[src/rtl/cfg_mux_bank.sv]
// Bank of N_CHAN independent N_INPUTS:1 routing muxes. Selects come from a
// double-buffered store: serial shadow load, then atomic commit into the active register.
module cfg_mux_bank #(
  parameter  int unsigned N_INPUTS = 16,
  parameter  int unsigned N_CHAN   = 4,
  localparam int unsigned SEL_W    = $clog2(N_INPUTS),
  localparam int unsigned TOTAL    = N_CHAN * SEL_W
) (
  input  logic                         CLK,
  input  logic                         RST,
  input  logic                         cfg_valid,
  output logic                         cfg_ready,
  input  logic                         cfg_bit,
  input  logic                         cfg_commit,
  input  logic                         cfg_abort,
  input  logic                         cfg_err_clr,
  input  logic [N_CHAN*N_INPUTS-1:0]   IN,
  output logic [N_CHAN-1:0]            O,
  output logic [TOTAL-1:0]             active_sel,
  output logic                         cfg_full,
  output logic                         commit_done,
  output logic                         cfg_err
);

  localparam int unsigned CNT_W = $clog2(TOTAL + 1);

  typedef enum logic [1:0] {
    S_EMPTY   = 2'd0,
    S_LOADING = 2'd1,
    S_FULL    = 2'd2
  } state_e;

  state_e             state_q, state_d;
  logic [TOTAL-1:0]   shadow_q, shadow_d;
  logic [TOTAL-1:0]   active_q, active_d;
  logic [CNT_W-1:0]   cnt_q, cnt_d;
  logic               ready_q, ready_d;
  logic               full_q, full_d;
  logic               done_q, done_d;
  logic               err_q, err_d;
  logic               err_set;
  logic               xfer;

  // Next-state: abort beats commit and transfer; commit only succeeds from FULL.
  always_comb begin
    state_d  = state_q;
    shadow_d = shadow_q;
    active_d = active_q;
    cnt_d    = cnt_q;
    done_d   = 1'b0;
    err_set  = 1'b0;
    xfer     = cfg_valid && ready_q;

    if (cfg_abort) begin
      shadow_d = '0;
      cnt_d    = '0;
      state_d  = S_EMPTY;
    end else if (state_q == S_FULL) begin
      if (cfg_commit) begin
        active_d = shadow_q;
        shadow_d = '0;
        cnt_d    = '0;
        state_d  = S_EMPTY;
        done_d   = 1'b1;
      end
    end else begin
      err_set = cfg_commit;
      if (xfer) begin
        shadow_d = {cfg_bit, shadow_q[TOTAL-1:1]};
        cnt_d    = cnt_q + CNT_W'(1);
        state_d  = (cnt_q == CNT_W'(TOTAL - 1)) ? S_FULL : S_LOADING;
      end
    end

    err_d   = err_set | (err_q & ~cfg_err_clr);
    ready_d = (state_d != S_FULL);
    full_d  = (state_d == S_FULL);
  end

  always_ff @(posedge CLK) begin
    if (RST) begin
      state_q  <= S_EMPTY;
      shadow_q <= '0;
      active_q <= '0;
      cnt_q    <= '0;
      ready_q  <= 1'b1;
      full_q   <= 1'b0;
      done_q   <= 1'b0;
      err_q    <= 1'b0;
    end else begin
      state_q  <= state_d;
      shadow_q <= shadow_d;
      active_q <= active_d;
      cnt_q    <= cnt_d;
      ready_q  <= ready_d;
      full_q   <= full_d;
      done_q   <= done_d;
      err_q    <= err_d;
    end
  end

  // Routing is combinational from the active register only.
  for (genvar c = 0; c < int'(N_CHAN); c++) begin : g_chan
    logic [N_INPUTS-1:0] in_ch;
    logic [SEL_W-1:0]    sel_ch;
    assign in_ch  = IN[c*N_INPUTS +: N_INPUTS];
    assign sel_ch = active_q[c*SEL_W +: SEL_W];
    assign O[c]   = in_ch[sel_ch];
  end

  assign cfg_ready   = ready_q;
  assign cfg_full    = full_q;
  assign commit_done = done_q;
  assign cfg_err     = err_q;
  assign active_sel  = active_q;

endmodule

[config.mk]
export PLATFORM = sky130hd
export DESIGN_NAME = cfg_mux_bank
export DESIGN_NICKNAME = d
export VERILOG_FILES = /design/src/rtl/cfg_mux_bank.sv
export SDC_FILE = /design/constraint.sdc
export NUM_CORES = 1
export LEC_CHECK = 0
export CORE_MARGIN = 10
export CORE_UTILIZATION = 38
export DETAILED_ROUTE_END_ITERATION = 10
export MAX_ROUTING_LAYER = met4
export PLACE_DENSITY_LB_ADDON = 0.15
export SETUP_SLACK_MARGIN = 0.1
export SLEW_MARGIN = 20
export SYNTH_ARGS = -nofsm -noshare
export SYNTH_HDL_FRONTEND = slang
export SYNTH_SLANG_ARGS = --single-unit
export TNS_END_PERCENT = 50
[constraint.sdc]
create_clock -name CLK -period 1.37 [get_ports CLK]
set_input_delay 0.137 -clock CLK [delete_from_list [all_inputs] [get_ports CLK]]
set_output_delay 0.137 -clock CLK [all_outputs]
set_load 0.01 [all_outputs]
==> flow_summary.toml, run 1 <==
[place]
place_area_sq_um = 3293
io_buffer_count = 94
gp_congestion = 0.8358
dp_hpwl_mm = 4.806

[yosys]
syn_inst = 215
ys_seq_area_share_pct = 40.59
syn_avg_cell_area_sq_um = 9.864
yosys_warnings = 0
synth-seq-cells = 43
synth_nets = 288
netlist_area_sq_um = 2121
ys_types = 30

[setup_path]
cp-start-kind = "flop"
crit_chain = "buf_4 -> mux4_2 -> mux2i_2 -> a21oi_2 -> buf_2"
critPathRequiredTime_ns = 1.23
regToRegEndpoint = "cnt_q[4]"
r2r_start = "cnt_q[0]"
path_max_fanout = 5
reg2reg_slack_ns = -0.07
cp_top_family = "multiplexers"
cp-end-kind = "output pin"
path_class = "reg2out"
worst_ep_arrival_time_ns = 1.68
slowest_delay_ns = 0.49
cp-startpoint = "active_sel[4]"
rr_worst_depth = 5
cpMaxStageDelayCell = "mux4_2"
critPathBufInv = 2

[min_path]
min_path_cells = 2
hold_end = "cnt_q[4]"
hp-class = "reg2reg"
hp-start = "cnt_q[4]"

[finish]
mostFrequentLayoutCells = "70 x clkdlybuf4s50_1, 39 x nand2_1, 26 x dfxtp_1, 23 x nor2_1, 23 x buf_4"
fill_cells = 481
final_cell_area_sq_um = 3568
area_growth_pct = 68.26
num_antenna_cells = 0
mostFrequentLayoutCell = "clkdlybuf4s50_1"
fin_nets = 406
layout-drive-gt1-share_pct = 32.04

[drt]
first_pass_iters = 4
routed_wl_mm = 6.186
wl_per_cell_um = 15.24
ant_nets = 0
drt_iter0_markers = 74
remaining_drc_errors = 0
routed_via_density = 4.966
vias = 2016

[sta]
worst_slack_ns = -0.4500
final-hold-violation-count = 0
drv_slew = 0
worst_pin_slew_ns = 0.2288
finalCriticalPeriod_ns = 1.820
period_share_pct = 132.8
setup_viol = 5
clock.fmax_mhz = 549.4
rsz0062_at_grt = "yes"
hold_ws_ns = 0.4648
skew_ns = 0.006939
slew_headroom_pct = 84.75

[floorplan]
die_h_um = 94.71
io_pins = 95
dieArea_sq_um = 8969
start_util_pct = 38.75
core_area_sq_um = 5473
row_count = 27
die_x_um = 94.71

[status]
outcome = "complete, but fails checks"
violations = "negative setup slack"

[clock_network]
cts_max_path_buffers = 2
cts_buffers = 5
htree_levels = 2
clock_latency_ns = 0.30
cts_tree = "yes"
cts-root-buf = "clkbuf_8"
hold_buffers = 0
path_clk_slew_ns = 0.08
cts_sinks = 43

[run]
drv_cap = 0

[global_route]
grt_max_degree = 21
grt_pass1_vias = 2053
antenna_found_initial = 0
track_usage_pct = 14.14
grt_first_pass_wirelength_mm = 9.867
gr-total-overflow = 0

[power_and_ir_drop]
peakVddDrop_v = 0.0007547
p_leak_nw = 1.333
powerDensity_nw_per_um2 = 774.9
[cell usage after synthesis]
master | count | share of area (%)
mux4_2 | 16 | 17
and2_1 | 2 | 0.59
and2b_4 | 1 | 0.47
clkbuf_1 | 4 | 0.71
nor2b_1 | 2 | 0.59
or2_2 | 1 | 0.30
o21ai_0 | 1 | 0.24
o21ai_1 | 1 | 0.24
nand2b_1 | 1 | 0.30
nor2_1 | 23 | 4.1
dfxtp_1 | 43 | 41
inv_1 | 2 | 0.35
buf_2 | 5 | 1.2
nand3_1 | 2 | 0.47
and3_1 | 1 | 0.30
or3_1 | 2 | 0.59
a22oi_1 | 17 | 6.0
xor2_1 | 1 | 0.41
ha_1 | 2 | 1.2
a21oi_1 | 26 | 6.1
nand2_1 | 39 | 6.9
buf_4 | 1 | 0.35
nor2b_4 | 4 | 2.6
nor3_1 | 1 | 0.24
nor2_2 | 1 | 0.30
a211oi_2 | 4 | 2.4
nor3b_1 | 1 | 0.35
buf_6 | 4 | 2.1
a21o_1 | 2 | 0.71
mux2i_1 | 5 | 2.4
[worst max-delay path by stage]
| stage | depth (start not counted) | to | slack (ns) |
|---|---|---|---|
| after floorplan | 5 | O[0] | -0.07 |
| after global placement | 6 | O[2] | -0.59 |
| after detailed placement | 6 | O[1] | -0.62 |
| after CTS | 5 | O[2] | -0.51 |
| after global routing | 5 | O[2] | -0.53 |
| final | 5 | O[1] | -0.45 |
[layer usage]
| layer | vias to the layer above | GRT usage (%) | routed length (um) |
|---|---|---|---|
| li1 | 1007 | - | - |
| met1 | 937 | 16.49 | 2748 |
| met2 | 62 | 22.37 | 2926 |
| met3 | 10 | 3.886 | 395 |
| met4 | 0 | 6.110 | 116 |
| met5 | - | - | 0 |
[state kept, by name, summed over array words and instances, names as in the netlist]
register and flops:
active_sel 16, shadow_q 16, cnt_q 5, state_q 2, cfg_err 1, cfg_full 1, cfg_ready 1, commit_done 1
[kinds of logic (layout without fill, tap and decap cells)]
logic type	Yosys count	count (layout)	share of synthesized area [%]
adders and majority gates	2	2	1.180
DFF	43	43	40.59
buffers and inverters	16	135	4.719
xor gates and xnor gates	1	1	0.4131
AOI/OAI and AO/OA	51	51	15.69
and+or+nand+nor	81	81	18.05
muxes	21	21	19.35
[what timing repair did]
action | 4_1_cts | 5_1_grt
gates resized for setup | 63 | 20
setup endpoints to repair | 33 | 37
buffers inserted | 5 | 2
pin swaps | 5 | 11
[worst reg2reg max path, cell delays in order, from the launching register on]
cell     delay, ns
dfxtp_2       0.34
ha_4          0.16
and3_4        0.18
ha_4          0.20
or3_4         0.38
a21oi_2       0.13
[area by class of cell]
cell class                      instances  area (sq um)  share of cell area (%)
Clock inverter                          2         60.06                   1.683
Multi-Input combinational cell        156          1266                   35.48
Timing Repair Buffer                  125          1170                   32.78
Tap cell                               72         90.09                   2.525
Inverter                                2         7.507                  0.2104
Clock buffer                            6         72.57                   2.034
Sequential cell                        43         902.1                   25.28
[where the power goes]
part	switching, mW	internal [mW]
clock network	0.420	0.728
logic	0.109	0.263
registers	0.00497	1.24
total	0.534	2.23
[metrics by stage]
step | TNS, ns | setup slack [ns] | std cells | utilization [%] | power [mW]
after floorplan | -0.2833 | -0.06834 | 215 | - | 1.407
after global placement | -3.235 | -0.5920 | 391 | 60.17 | 1.651
after detailed placement | -3.681 | -0.6168 | 391 | 60.17 | 1.658
after CTS | -2.043 | -0.5143 | 404 | 63.28 | 2.794
after global routing | -2.137 | -0.5333 | 406 | 65.20 | 2.876
final | -1.813 | -0.4500 | 406 | 65.20 | 2.765
Note: power is estimated with default switching activity, not from simulation.
==> inputs of run 2 (changes only) <==
Settings changed: CORE_UTILIZATION 38 to 45, PLACE_DENSITY_LB_ADDON 0.15 to 0.25.
Clock period 1.37 ns to 2.3 ns, I/O delays scaled along.
==> run 2 against run 1 <==
  * The flow now finishes without violations
  * First-iteration DRC count grew 39%
  * Die area shrank 12%
  * Sequential share of layout area grew 2.0 points
  * Core utilization grew 6.5 points
  * Final area shrank 11%
  * Largest cell class unchanged
==> flow_summary.toml, run 2 (same netlist as run 1, synthesis figures left out) <==
[status]
outcome = "complete, no violations"

[drt]
routed_wl_mm = 5.902
remaining_drc_errors = 0
wl_per_cell_um = 16.30
vias = 1936
first_pass_iters = 4
drt_iter0_markers = 103
ant_nets = 0
routed_via_density = 5.348

[clock_network]
hold_buffers = 0
path_clk_slew_ns = 0.07
htree_levels = 2
cts-root-buf = "clkbuf_8"
cts_tree = "yes"
cts_max_path_buffers = 2
cts_buffers = 5
clock_latency_ns = 0.29
cts_sinks = 43
postCtsSetupBuffers = 0

[power_and_ir_drop]
p_seq_share_pct = 52.4
sw_frac_of_total_pct = 20.92
power_frac_comb_pct = 14.4
pwr-share-clk_pct = 33.2
p_leak_nw = 1.098
switching_power_mw = 0.2989
powerDensity_nw_per_um2 = 448.2
cell_internal_pwr_mw = 1.130
peakVddDrop_v = 0.0003949

[place]
dp_hpwl_mm = 4.742
place_inst = 355
gp_congestion = 0.7692
io_buffer_count = 94

[setup_path]
worst_ep_arrival_time_ns = 1.88
cp-start-kind = "flop"
slowest_delay_ns = 0.50
critPathRequiredTime_ns = 2.07
cp-end-kind = "output pin"
rr_worst_depth = 5
cpMaxStageDelayCell = "mux4_2"
path_class = "reg2out"
path_max_fanout = 3
crit_chain = "mux4_2 -> nor2b_4 -> a211oi_2 -> a21oi_1 -> dlygate4sd2_1"

[floorplan]
dieArea_sq_um = 7859
start_util_pct = 47.72
io_pins = 95
core_area_sq_um = 4444
row_count = 24
die_x_um = 88.65
die_h_um = 88.65

[sta]
setup_viol = 0
worst_pin_slew_ns = 0.5856
skew_ns = 0.004165
rsz0062_at_grt = "no"
drv_slew = 0
tns_ns = 0
clock.fmax_mhz = 472.9
slew_headroom_pct = 60.96
final-hold-violation-count = 0
finalCriticalPeriod_ns = 2.115
period_share_pct = 91.94

[global_route]
grt_max_degree = 22
track_usage_pct = 15.18
antenna_found_initial = 0
gr-total-overflow = 0
grt_first_pass_wirelength_mm = 9.315
grt_pass1_vias = 1957

[finish]
mostFrequentLayoutCell = "clkdlybuf4s50_1"
fill_cells = 343
num_antenna_cells = 0
fin_nets = 383
layout-drive-gt1-share_pct = 14.84
stdcell_count = 362
mostFrequentLayoutCells = "90 x clkdlybuf4s50_1, 39 x nand2_1, 39 x dfxtp_1, 26 x a21oi_1, 23 x nor2_1"
area_growth_pct = 50.32

[run]
drv_cap = 0

[min_path]
hp-class = "reg2reg"
min_path_cells = 2
[run 2: power by group through the flow]
stage	Combinational (mW)	Clock (mW)	Sequential [mW]
2_1_floorplan	0.0689	0	0.768
3_3_place_gp	0.204	0	0.768
3_5_place_dp	0.208	0	0.768
4_1_cts	0.208	0.484	0.749
5_1_grt	0.221	0.516	0.749
6_report	0.206	0.474	0.749
[run 2: repair_timing]
| item | 4_1_cts | 5_1_grt |
|---|---|---|
| gates cloned | 0 | 0 |
| pin swaps | 0 | 0 |
| endpoints found under the hold margin | 0 | 0 |
| setup endpoints to repair | 4 | 1 |
| gates resized for setup | 8 | 1 |
[run 2: per-stage QoR]
step / power [mW] / cell area, sq um / setup WS (ns) / utilization (%) / hold slack (ns)
floorplan: 0.8364 / 2121 / 0.6764 / - / 0.3917
global placement: 0.9712 / 3094 / 0.1194 / 69.62 / 0.4425
detailed placement: 0.9760 / 3094 / 0.05955 / 69.62 / 0.4533
CTS: 1.440 / 3186 / 0.01661 / 71.68 / 0.4573
global route: 1.487 / 3188 / 0.1266 / 71.73 / 0.4796
finish: 1.429 / 3188 / 0.1853 / 71.73 / 0.4566
[run 2: path summary, 6_finish.rpt]
path         slack [ns]            from             to
min                0.46     shadow_q[0]  active_sel[0]
max reg2reg        0.76        cnt_q[0]       cnt_q[4]
max                0.19  active_sel[12]           O[3]
min reg2reg        0.46     shadow_q[0]  active_sel[0]
[run 2: critical path, delay by kind of cell, from the launching register on]
kind	cells	cell delay [ns]
simple gates	1	0.14
compound gates	2	0.27
flops	1	0.38
mux	1	0.50
buf+inv	1	0.30
[run 2: layout make-up]
type,instances,area [sq um],share of cell area [%]
multi-input cells,156,1160,36.38
repair buffers,102,999.7,31.36
flip-flops and latches,43,868.3,27.24
clock buffers,6,82.58,2.590
well taps,52,65.06,2.041
inverters,2,7.507,0.2355
clock inverters,1,5.005,0.1570
[run 2: routing by layer]
metal	routed length, um	GRT usage (%)	vias to the layer above
li1	-	-	956
met1	2450	17.17	902
met2	2883	25.00	68
met3	477	4.596	10
met4	91	4.993	0
met5	0	-	-
